**src/rtl/led_pattern_seq.sv**
```systemverilog
// Animated pattern driver for the 8 green LEDs: prescaled step tick, debounced
// mode button, and a BLINK / ROTATE / BOUNCE pattern FSM.
module led_pattern_seq #(
   parameter int BASE_DIV     = 6_250_000,
   parameter int DEBOUNCE_CYC = 500_000
) (
   input  logic       CLOCK_50,
   input  logic       RESET,
   input  logic       KEY_MODE,
   input  logic [1:0] SPEED,
   output logic [7:0] LEDG,
   output logic [1:0] MODE
);
   localparam int PW = $clog2(BASE_DIV + 1);
   localparam int DW = $clog2(DEBOUNCE_CYC + 1);
   localparam logic [PW-1:0] BASE    = PW'(BASE_DIV);
   localparam logic [DW-1:0] DB_LAST = DW'(DEBOUNCE_CYC - 1);

   typedef enum logic [1:0] {
      BLINK  = 2'd0,
      ROTATE = 2'd1,
      BOUNCE = 2'd2
   } mode_t;

   mode_t         state;
   logic          dir_right;
   logic [PW-1:0] cnt;
   logic [PW-1:0] limit;
   logic          tick;
   logic          key_s1, key_s2;
   logic          key_deb, key_deb_d;
   logic [DW-1:0] db_cnt;
   logic          press;
   logic [7:0]    shl, shr;

   assign limit = BASE >> SPEED;
   assign press = key_deb_d & ~key_deb;
   assign shl   = {LEDG[6:0], 1'b0};
   assign shr   = {1'b0, LEDG[7:1]};
   assign MODE  = state;

   // '>=' lets a mid-count speed-up fire on the next cycle instead of wrapping.
   always_ff @(posedge CLOCK_50) begin
      if (RESET) begin
         cnt  <= '0;
         tick <= 1'b0;
      end else if (press) begin
         cnt  <= '0;
         tick <= 1'b0;
      end else if (cnt >= limit - PW'(1)) begin
         cnt  <= '0;
         tick <= 1'b1;
      end else begin
         cnt  <= cnt + PW'(1);
         tick <= 1'b0;
      end
   end

   // Debounced level moves only after DEBOUNCE_CYC unbroken cycles of disagreement.
   always_ff @(posedge CLOCK_50) begin
      if (RESET) begin
         key_s1    <= 1'b1;
         key_s2    <= 1'b1;
         key_deb   <= 1'b1;
         key_deb_d <= 1'b1;
         db_cnt    <= '0;
      end else begin
         key_s1    <= KEY_MODE;
         key_s2    <= key_s1;
         key_deb_d <= key_deb;
         if (key_s2 != key_deb) begin
            if (db_cnt == DB_LAST) begin
               key_deb <= key_s2;
               db_cnt  <= '0;
            end else begin
               db_cnt <= db_cnt + DW'(1);
            end
         end else begin
            db_cnt <= '0;
         end
      end
   end

   always_ff @(posedge CLOCK_50) begin
      if (RESET) begin
         state     <= BLINK;
         LEDG      <= 8'h55;
         dir_right <= 1'b0;
      end else if (press) begin
         dir_right <= 1'b0;
         case (state)
            BLINK: begin
               state <= ROTATE;
               LEDG  <= 8'h01;
            end
            ROTATE: begin
               state <= BOUNCE;
               LEDG  <= 8'h01;
            end
            default: begin
               state <= BLINK;
               LEDG  <= 8'h55;
            end
         endcase
      end else if (tick) begin
         case (state)
            BLINK:  LEDG <= ~LEDG;
            ROTATE: LEDG <= {LEDG[6:0], LEDG[7]};
            BOUNCE: begin
               if (!dir_right) begin
                  LEDG <= shl;
                  if (shl == 8'h80) dir_right <= 1'b1;
               end else begin
                  LEDG <= shr;
                  if (shr == 8'h01) dir_right <= 1'b0;
               end
            end
            default: begin
               state <= BLINK;
               LEDG  <= 8'h55;
            end
         endcase
      end
   end
endmodule

```
**config.mk**
```make
export PLATFORM = sky130hd
export DESIGN_NAME = led_pattern_seq
export DESIGN_NICKNAME = d
export VERILOG_FILES = /design/src/rtl/led_pattern_seq.sv
export SDC_FILE = /design/constraint.sdc
export NUM_CORES = 1
export LEC_CHECK = 0
export BUFFER_PORTS_ARGS = -buffer_cell sky130_fd_sc_hd__buf_2
export CAP_MARGIN = 20
export CELL_PAD_IN_SITES_DETAIL_PLACEMENT = 1
export CELL_PAD_IN_SITES_GLOBAL_PLACEMENT = 1
export CORE_MARGIN = 1.5
export CORE_UTILIZATION = 50
export CTS_CLUSTER_DIAMETER = 60
export DETAILED_ROUTE_END_ITERATION = 8
export PLACE_DENSITY = 0.81
export SYNTH_ARGS = -nofsm -noshare
export SYNTH_HDL_FRONTEND = slang
export SYNTH_SLANG_ARGS = --single-unit
```
**constraint.sdc**
```tcl
create_clock -name CLOCK_50 -period 6.1 [get_ports CLOCK_50]
set_input_delay 0.305 -clock CLOCK_50 [delete_from_list [all_inputs] [get_ports CLOCK_50]]
set_output_delay 0.305 -clock CLOCK_50 [all_outputs]
set_load 0.05 [all_outputs]
```
==> flow_summary.yaml <==
worst_setup_path:
  cp_max_fo: 24
  crit_slowest_cell: "nand2_1"
  cp_data_required_time_ns: 6.33
  cp.arrival_ns: 2.92
  crit_path_end_kind: "flip-flop"
  cp_slowest_stage_delay_ns: 0.56
  startpoint_type: "input pin"
  startpoint: "SPEED[1]"
  crit_type: "input pin to flip-flop"
  r2r_start: "cnt[1]"
  path_cells: "buf_2, inv_1, nor2_1, inv_1, ha_1, ha_1, a211oi_1, nor4b_1, o311ai_1, nand2_1, o21a_1"
grt:
  grtUsageMet1_pct: 28.3
  grt_pass1_wl_um: 12800
  gr-total-overflow: 0
  antenna_found_initial: 0
  grtUsageMet2_pct: 42.6
  grt_max_degree: 25
  top_usage_layer: "met2"
  grt_util_met3_pct: 6.81
  grt_pass1_vias: 2819
  grt_usage_pct: 24.9
die:
  die-area_sq_um: 6790
  initial_utilization_pct: 52.6
  core_area_sq_um: 5990
  num_rows: 28
  die_y_um: 82.4
  ios: 15
  die_x_um: 82.4
sta:
  hold_ws_ns: 0.157
  period_needed_ns: 2.69
  worstMarginPinSlew_ns: 0.868
  slew_headroom_pct: 42.0
  tns_ns: 0
  slew_violations: 0
  finalClockSkew_ns: 0.0102
  setup_viol: 0
  final_hold_viol_count: 0
  timing.final.crit_share_pct: 44.1
  rsz0062_at_grt: "false"
  fmax_ghz: 0.372
route:
  first_iter_violations: 100
  wire_per_inst_um: 16.4
  firstDrtPassIters: 4
  vias: 2819
  antenna_left: 0
  wl_um: 7780
  drc_errors: 0
  vias_per_cell: 5.95
placement:
  io_buffers: 14
  gpl.final_weighted_congestion: 0.854
  place_inst: 457
  hpwl_um: 5430
synthesis:
  synth-xor-area-share_pct: 10.8
  synthAdderAreaFrac_pct: 9.13
  syn-instance-count: 381
  yosysSeqAreaShare_pct: 36.8
  synthSimpleGateAreaFrac_pct: 30.5
  synth_warnings: 0
  synth_flop_cell: "dfxtp_1"
  synthMuxAreaShare_pct: 0
  synth_top_family_by_area: "simple AND/OR/NAND/NOR gates"
  synth_edf_count: 0
  yosysUniqueCellTypes: 45
  synth_area_per_cell_sq_um: 8.28
  ys_seq_elements: 58
  syn_area_sq_um: 3150
  async_flop_share_pct: 0
  synth_compound_area_share_pct: 8.97
hold_path:
  hold_path_startpoint: "KEY_MODE"
  hold_class: "input pin to flip-flop"
clock_network:
  cts_buffer_depth: 2
  cts_tree: "yes"
  cts_buffers: 9
  hold_buffers: 0
  worstSkewPairLatency_ns: 0.34
  clk_pin_slew_ns: 0.06
  clkSinkCount: 58
  cts-resized-gates: 0
  cts_root_buf: "clkbuf_8"
  htree_levels: 3
  post_cts_buffers: 0
layout:
  fin_nets: 422
  utilization_pct: 58.0
  final-instance-count-excl-fill: 474
  final_layout_size_suffix_gt1_share_pct: 10.8
  syn_to_final_growth_pct: 10.2
  n_antenna_cell: 0
power:
  powerDensity_nw_per_um2: 226
  power.switching_uw: 182
  combPwrFrac_pct: 4.1
  internal_power_uw: 602
  clockPowerShare_pct: 46.8
  p_leak_uw: 0.00129
  seqPwrFrac_pct: 49.1
  ir_drop_uv: 140
  switching_share_pct: 23.2
flow_run:
  max_cap_violations: 0
run_status:
  outcome: "complete, no violations"
## sequential cells by signal (all words and copies together), names as in the netlist
name / flops
key_s1: 1
dir_right: 1
tick: 1
db_cnt: 19
MODE: 2
key_deb: 1
key_s2: 1
cnt: 23
LEDG: 8
key_deb_d: 1
## placed cells by master, fill, tap and decap left out, types with 4 or more instances in the layout
| master | netlist | final |
|---|---|---|
| dfxtp_1 | 58 | 58 |
| nor2_1 | 49 | 49 |
| nor3_1 | 36 | 36 |
| nand2_1 | 34 | 34 |
| ha_1 | 23 | 23 |
| xnor2_1 | 21 | 21 |
| xor2_1 | 18 | 18 |
| nand3_1 | 17 | 17 |
| inv_1 | 14 | 14 |
| nand4_1 | 14 | 14 |
| buf_2 | 2 | 14 |
| a21oi_1 | 12 | 12 |
| clkbuf_8 | 0 | 11 |
| a31oi_1 | 7 | 7 |
| or2_2 | 6 | 6 |
| nand2b_1 | 5 | 5 |
| o21ai_0 | 4 | 4 |
| nor2b_1 | 4 | 4 |
| a22oi_1 | 4 | 4 |
## through the flow
stage,worst slack [ns],cell area (sq um),power (uW)
floorplan,3.92,3160,413
global placement,3.20,3260,422
detailed placement,3.07,3260,424
CTS,3.41,3460,791
global route,3.07,3470,810
finish,3.41,3470,784
## area by class of cell
class / instances / area (sq um)
multi-input cells: 296 / 1880
repair buffers: 15 / 81.3
clock buffers: 11 / 151
inverters: 14 / 52.6
well taps: 75 / 93.8
clock inverters: 5 / 52.6
flip-flops and latches: 58 / 1160
fillers: 749 / 2520
## per-layer routing
metal  vias up  wire length, um
met4         0              206
met2        47             3970
met1      1386             3350
met3        19              258
li1       1367                -
met5         -                0
## power groups by stage
| stage | Combinational, uW | Clock (uW) | Sequential (uW) |
|---|---|---|---|
| global placement | 28.4 | 0 | 393 |
| CTS | 31.7 | 375 | 385 |
| finish | 32.4 | 367 | 385 |
| global route | 37.0 | 388 | 385 |
| detailed placement | 30.9 | 0 | 393 |
| floorplan | 21.2 | 0 | 392 |
## kinds of logic (layout without fill, tap and decap cells)
logic type | after synthesis | count (layout)
flops | 58 | 58
fa+ha+maj | 23 | 23
xor+xnor | 39 | 39
other cells | 1 | 2
buf+inv | 28 | 45
simple gates | 189 | 189
compound gates | 43 | 43
## final timing paths
kind,slack (ns),endpoint,cells past startpoint
hold / removal,0.16,key_s1,2
hold reg to reg,0.41,key_s2,1
setup / recovery,3.41,tick,11
setup reg to reg,3.70,tick,6
## worst max-delay path, delay by kind of cell
kind	cells	cell delay, ns
buf+inv	3	0.28
compound gates	3	0.93
simple gates	3	0.88
fa+ha+maj	2	0.53
## Yosys cell counts, types with 2 or more instances
library cell	number	area share (%)
xnor2_1	21	5.8
nand2b_1	5	0.99
nand2_1	34	4.0
o21a_1	2	0.48
nor4_1	2	0.40
clkbuf_1	11	1.3
nor4b_1	2	0.56
nor2_1	49	5.8
dfxtp_1	58	37
or3_1	3	0.60
nor3_1	36	5.7
nor3b_1	3	0.71
o2bb2ai_1	3	0.83
a22oi_1	4	0.95
o21ai_0	4	0.63
nor2b_1	4	0.79
o211ai_1	2	0.48
and4_1	2	0.56
a21oi_1	12	1.9
nand4_1	14	2.8
ha_1	23	9.1
or4_1	2	0.48
o221ai_1	3	0.83
xor2_1	18	5.0
inv_1	14	1.7
buf_2	2	0.32
nand3_1	17	2.7
and3_1	3	0.60
or2_2	6	1.2
a31oi_1	7	1.4
Note: power is estimated with default switching activity, not from simulation.
